[src/rtl/serial_word_shifter_if.sv]
// Word input channel of serial_word_shifter: WIDTH-bit parallel words from a producer.
interface serial_word_shifter_if #(
  parameter int WIDTH = 8
);
  // A word transfers on a rising clk edge where din_valid && din_ready. din_ready depends
  // only on the consumer's buffer state, never on din_valid. The producer keeps din stable
  // while din_valid is high and not yet accepted.
  logic [WIDTH-1:0] din;
  logic             din_valid;
  logic             din_ready;

  modport master (output din, output din_valid, input din_ready);
  modport slave  (input din, input din_valid, output din_ready);
endinterface

[src/rtl/serial_word_shifter.sv]
// Parallel-to-serial shifter with one holding register for gapless streaming.
// Build option SER_LSB_FIRST_EN: when defined, words are sent LSB first instead of MSB first.
module serial_word_shifter #(
  parameter int WIDTH = 8
) (
  input  logic                  clk,
  input  logic                  rstn,
  serial_word_shifter_if.slave  in_if,
  input  logic                  flush,
  output logic                  sout,
  output logic                  sout_valid,
  output logic                  busy,
  output logic [7:0]            gap_cnt,
  output logic                  state_dbg
);
  localparam int BW = $clog2(WIDTH);
  localparam logic [BW-1:0] BCNT_LAST = BW'(WIDTH - 1);

  typedef enum logic {
    IDLE  = 1'b0,
    SHIFT = 1'b1
  } state_t;

  state_t           state, state_nxt;
  logic [WIDTH-1:0] hold, hold_nxt;
  logic [WIDTH-1:0] sreg, sreg_nxt;
  logic [WIDTH-1:0] sreg_shifted;
  logic             hold_full, hold_full_nxt;
  logic [BW-1:0]    bcnt, bcnt_nxt;
  logic [7:0]       gap_nxt;
  logic             out_bit;
  logic             accept;

`ifdef SER_LSB_FIRST_EN
  assign out_bit      = sreg[0];
  assign sreg_shifted = {1'b0, sreg[WIDTH-1:1]};
`else
  assign out_bit      = sreg[WIDTH-1];
  assign sreg_shifted = {sreg[WIDTH-2:0], 1'b0};
`endif

  assign in_if.din_ready = !hold_full;
  assign accept          = in_if.din_valid && !hold_full;

  // Outputs depend only on registered state, never directly on inputs.
  assign sout_valid = (state == SHIFT);
  assign sout       = (state == SHIFT) ? out_bit : 1'b0;
  assign busy       = (state == SHIFT) || hold_full;
  assign state_dbg  = state;

  always_ff @(posedge clk or negedge rstn) begin
    if (!rstn) begin
      state <= IDLE;
    end else begin
      state <= state_nxt;
    end
  end

  always_ff @(posedge clk or negedge rstn) begin
    if (!rstn) begin
      hold      <= '0;
      hold_full <= 1'b0;
      sreg      <= '0;
      bcnt      <= '0;
      gap_cnt   <= 8'd0;
    end else begin
      hold      <= hold_nxt;
      hold_full <= hold_full_nxt;
      sreg      <= sreg_nxt;
      bcnt      <= bcnt_nxt;
      gap_cnt   <= gap_nxt;
    end
  end

  always_comb begin
    state_nxt     = state;
    hold_nxt      = hold;
    hold_full_nxt = hold_full;
    sreg_nxt      = sreg;
    bcnt_nxt      = bcnt;
    gap_nxt       = gap_cnt;

    // Accept and unload are mutually exclusive: accept needs hold empty, unload needs it full.
    if (accept) begin
      hold_nxt      = in_if.din;
      hold_full_nxt = 1'b1;
    end

    case (state)
      IDLE: begin
        if (hold_full) begin
          sreg_nxt      = hold;
          bcnt_nxt      = BCNT_LAST;
          hold_full_nxt = 1'b0;
          state_nxt     = SHIFT;
        end
      end
      SHIFT: begin
        if (bcnt != '0) begin
          sreg_nxt = sreg_shifted;
          bcnt_nxt = bcnt - 1'b1;
        end else if (hold_full) begin
          sreg_nxt      = hold;
          bcnt_nxt      = BCNT_LAST;
          hold_full_nxt = 1'b0;
        end else begin
          state_nxt = IDLE;
          if (gap_cnt != 8'hFF) begin
            gap_nxt = gap_cnt + 8'd1;
          end
        end
      end
      default: state_nxt = IDLE;
    endcase

    // Flush wins over everything, including a same-cycle accept; gap_cnt is left alone.
    if (flush) begin
      hold_full_nxt = 1'b0;
      state_nxt     = IDLE;
      bcnt_nxt      = '0;
      sreg_nxt      = '0;
      gap_nxt       = gap_cnt;
    end
  end
endmodule

[src/flat_wrapper.sv]
// flat-port wrapper written by rule: the top's interface ports become plain ports
module serial_word_shifter_flat 
#(
  parameter int WIDTH = 8
)
  (clk, rstn, flush, sout, sout_valid, busy, gap_cnt, state_dbg, in_if_din, in_if_din_valid, in_if_din_ready);
  serial_word_shifter_if #(.WIDTH(WIDTH)) in_if_i ();
  input  logic clk;
  input  logic rstn;
  input  logic flush;
  output logic sout;
  output logic sout_valid;
  output logic busy;
  output logic [7:0] gap_cnt;
  output logic state_dbg;
  input wire logic [$bits(in_if_i.din)-1:0] in_if_din;
  input wire logic [$bits(in_if_i.din_valid)-1:0] in_if_din_valid;
  output wire logic [$bits(in_if_i.din_ready)-1:0] in_if_din_ready;
  assign in_if_i.din = in_if_din;
  assign in_if_i.din_valid = in_if_din_valid;
  assign in_if_din_ready = in_if_i.din_ready;
  serial_word_shifter #(.WIDTH(WIDTH)) u_core (.clk(clk), .rstn(rstn), .in_if(in_if_i), .flush(flush), .sout(sout), .sout_valid(sout_valid), .busy(busy), .gap_cnt(gap_cnt), .state_dbg(state_dbg));
endmodule
[config.mk]
export PLATFORM = sky130hd
export DESIGN_NAME = serial_word_shifter_flat
export DESIGN_NICKNAME = d
export VERILOG_FILES = /design/src/rtl/serial_word_shifter_if.sv /design/src/rtl/serial_word_shifter.sv /design/src/flat_wrapper.sv
export SDC_FILE = /design/constraint.sdc
export NUM_CORES = 1
export LEC_CHECK = 0
export ABC_AREA = 1
export BUFFER_PORTS_ARGS = -buffer_cell sky130_fd_sc_hd__buf_4
export CAP_MARGIN = 20
export CORE_MARGIN = 8
export CORE_UTILIZATION = 45
export CTS_BUF_LIST = sky130_fd_sc_hd__clkbuf_2 sky130_fd_sc_hd__clkbuf_4 sky130_fd_sc_hd__clkbuf_8
export DETAILED_ROUTE_END_ITERATION = 8
export GPL_TIMING_DRIVEN = 0
export HOLD_SLACK_MARGIN = 0.12
export MAX_ROUTING_LAYER = met4
export PLACE_DENSITY = 0.7
export SYNTH_ARGS = -nofsm -noshare
export SYNTH_HDL_FRONTEND = slang
export SYNTH_SLANG_ARGS = --single-unit
[constraint.sdc]
create_clock -name clk -period 1.2 [get_ports clk]
set_input_delay 0.18 -clock clk [delete_from_list [all_inputs] [get_ports clk]]
set_output_delay 0.18 -clock clk [all_outputs]
set_load 0.005 [all_outputs]
==> impl_results.md <==
- Register area share after synthesis: 0.471
- Power per Cell Area: ~1200 mW/mm^2
- Max Clk Rate: approximately 700 MHz
- Hold Path Class: in2reg
- Post-synth EDFFs: 0
- Unrepaired setup endpoints after global routing: yes
- Kind of critical path: reg2out
- Net Count, Synth: approximately 190
- Top-count cell post-synth: nand2_1
- Synth top area cells: dfrtp_1 47%, nand2_1 10%, mux2_2 5.8%, inv_1 4.9%, o21ai_0 4.5%
- Share of cells above drive strength 1: 0.506
- Yosys reg bits: 29
- Deepest clock path buffer count: 2
- DR pass1 iterations: 4
- Initial antenna violation count: 0
- WL per Instance: between 15 and 20 um
- Dpl ws: -0.157 ns
- Critical path's largest stage delay: around 0.42 ns
- Clock skew: around 0.0074 ns
- IO Count: 25
- Largest net degree at the start of global routing: 30
- Data required, critical path: 1.02 ns
- Mapped Area: between 0.0015 and 0.002 mm^2
- Die height: between 70 and 80 um
- Die W: 74.5 um
- Failing checks: setup timing
- Area after DPL: between 0.0015 and 0.002 mm^2
- HPWL Detailed: 2440 um
- CTS sink cnt: 29
- Worst R2R Setup Slack: -0.18 ns
- DRC: 0
- Initial detailed-routing violation count: between 100 and 150
- Most frequent cells after synthesis: 41 x nand2_1, 29 x dfrtp_1, 20 x inv_1
- Yosys cell types: 25
- Placer Congestion: around 0.85
- Synth-to-Final Area Change: 60.8%
- Crit path capture type: primary output
- CP bufs+invs: 2
- Final hold violations: 0
- Static Leak: ~1.2 nW
- Clk_lat worst skew: between 0.3 and 0.4 ns
- Max-Cap Viols: 0
- Root buf cell: clkbuf_4
- Vias per cell: 5.07
- Arr. time, crit path: around 1.2 ns
- Largest delay share family, worst path: flip-flops
- Final worst slack: -0.209 ns
- Die area: roughly 0.0056 mm^2
- Worst vdd ir: about 0.00079 V
- GRT Util Overall: 0.162
- CTS Buf Count: 5
- First-pass GRT wire length: roughly 6700 um
- WL final: between 4000 and 5000 um
- FFs w/ async S/R, synth: 1.00
- Critical path cell sequence: buf_6, or2_4, buf_6
- Mean post-synth cell area: approximately 9 um^2
- Crit path max fanout: 2
- Post-route ant nets: 0
- Nets@finish: around 260
- Worst slew margin relative to its limit: 0.746
- Total core area: between 0.003 and 0.004 mm^2
- GRT overflow: 0
- Min-delay src: in_if_din_valid
- Diode count: 0
- Status: complete, but fails checks
- Row cnt: 21
- Count of final setup violators: 33
- Setup TNS: -2.98 ns
- Worst-margin pin slew: between 0.3 and 0.4 ns
- CTS tree: built
- Top cell type's share of synthesized area: 0.471
- Count of final max-slew check failures: 0
- Final core occ: 0.749
- Port bufs: 24
- Most common flop cell mapped by yosys: dfrtp_1
- Startpoint types: flop
- CP max stage cell: dfrtp_2
- Vias in the first global route: about 1.6k
- Hold endpoint: u_core.hold_full
- Reg clk slew, reported paths: 0.10 ns
- Reg2reg start: u_core.sout_valid
- Post-Syn Instances: about 180
- Min Hold Slack: between 0.15 and 0.2 ns
- Depth of the worst hold-timing path: 3
- Tcrit/Tclk final: 1.17
- R2R Path End: u_core.bcnt[1]
- H-tree lvl count: 2
- Synth warn: 0
- Top cell by count, worst path: buf_6
- Fillers: 259
- Worst r2r path cells: 9
- Post-synth top area cell: dfrtp_1
- Initial core utilization: 0.466
- Fin area: about 0.0025 mm^2
- Via count: about 1.5k
- Tmin final: between 1 and 1.5 ns
-- power breakdown --
group | switching [mW] | internal [mW] | leakage (nW)
Sequential | 0.103 | 1.09 | 0.372
Combinational | 0.433 | 0.550 | 0.801
Clock | 0.368 | 0.339 | 0.0413
Total | 0.903 | 1.98 | 1.21
-- cells in the final DEF (no fill, tap or decap), types with 3 or more instances in the layout --
cell | Yosys | routed
mux2_4 | 0 | 8
o21ai_1 | 0 | 6
nand3_2 | 0 | 5
o21ai_0 | 14 | 5
inv_2 | 3 | 5
o21ai_2 | 0 | 3
nand2_4 | 1 | 5
nand3_1 | 8 | 3
nor2_4 | 1 | 5
a21oi_2 | 0 | 6
nand4_1 | 8 | 8
nor2_1 | 8 | 6
nand2_2 | 5 | 5
dfrtp_1 | 29 | 26
buf_6 | 5 | 23
ha_4 | 0 | 3
nand2_1 | 41 | 36
dfrtp_2 | 0 | 3
inv_1 | 20 | 17
clkbuf_4 | 0 | 5
buf_4 | 1 | 32
a21oi_1 | 9 | 3
dlygate4sd3_1 | 0 | 10
-- final cells by class --
cell class | count | area [um^2] | share of cell area
multi-input combinational | 117 | 885 | 0.357
timing repair buffer | 61 | 562 | 0.227
clock inverter | 1 | 5.00 | 0.00202
sequential | 29 | 729 | 0.294
inverter | 24 | 108 | 0.0434
clock buffer | 7 | 65.1 | 0.0262
tap | 46 | 57.6 | 0.0232
buffer | 6 | 67.6 | 0.0273
-- worst reg2reg max path: stages (launching register included) --
cell and delay [ns]:
dfrtp_2 0.42, buf_4 0.14, buf_6 0.11, buf_4 0.13, nand2_4 0.10, inv_6 0.06
buf_6 0.14, nand2_1 0.06, nand2_1 0.05, nor2_1 0.11
-- logic make-up after synthesis --
logic type	synth area share
AOI/OAI and AO/OA	0.0747
xor gates and xnor gates	0.0114
adders and majority gates	0.0244
buffers and inverters	0.106
DFF	0.471
muxes	0.0584
and+or+nand+nor	0.254
-- flip-flops by register name, indices dropped and copies added (netlist names) --
name and count:
u_core.gap_cnt 8, u_core.hold 8, u_core.sreg 8, u_core.bcnt 3, u_core.hold_full 1, u_core.sout_valid 1
-- what timing repair did --
item | CTS | global route
hold endpoints to repair | 40 | 0
hold buffers | 10 | 0
gates resized for setup | 41 | 51
setup endpoints to repair | 31 | 36
setup buffers | 17 | 9
cloned | 2 | 2
pin swaps | 9 | 19
-- layer usage --
metal  GRT usage  vias up  share of wire  wire, um
met1       0.155      726           0.38      1700
li1            -      701              -         -
met4      0.0804        0          0.017        78
met2       0.285       39           0.55      2510
met5           -        -              0         0
met3      0.0539        9          0.050       226
-- per-stage QoR --
step	total power, mW	instances
after detailed placement	1.74	246
after floorplan	1.52	176
after global placement	1.69	246
after global routing	3.02	291
after CTS	2.64	283
final	2.88	291
-- worst max-delay path by stage --
stage	slack, ns	start	cells after the start	end
2_1_floorplan	-0.02	u_core.gap_cnt[0]	7	u_core.gap_cnt[7]
3_3_place_gp	-0.10	u_core.bcnt[0]	8	u_core.gap_cnt[6]
3_5_place_dp	-0.16	u_core.bcnt[0]	8	u_core.gap_cnt[6]
4_1_cts	-0.20	u_core.sout_valid	5	sout
5_1_grt	-0.24	u_core.sout_valid	3	busy
6_report	-0.21	u_core.sout_valid	3	busy
(Power assumes the default switching activity.)
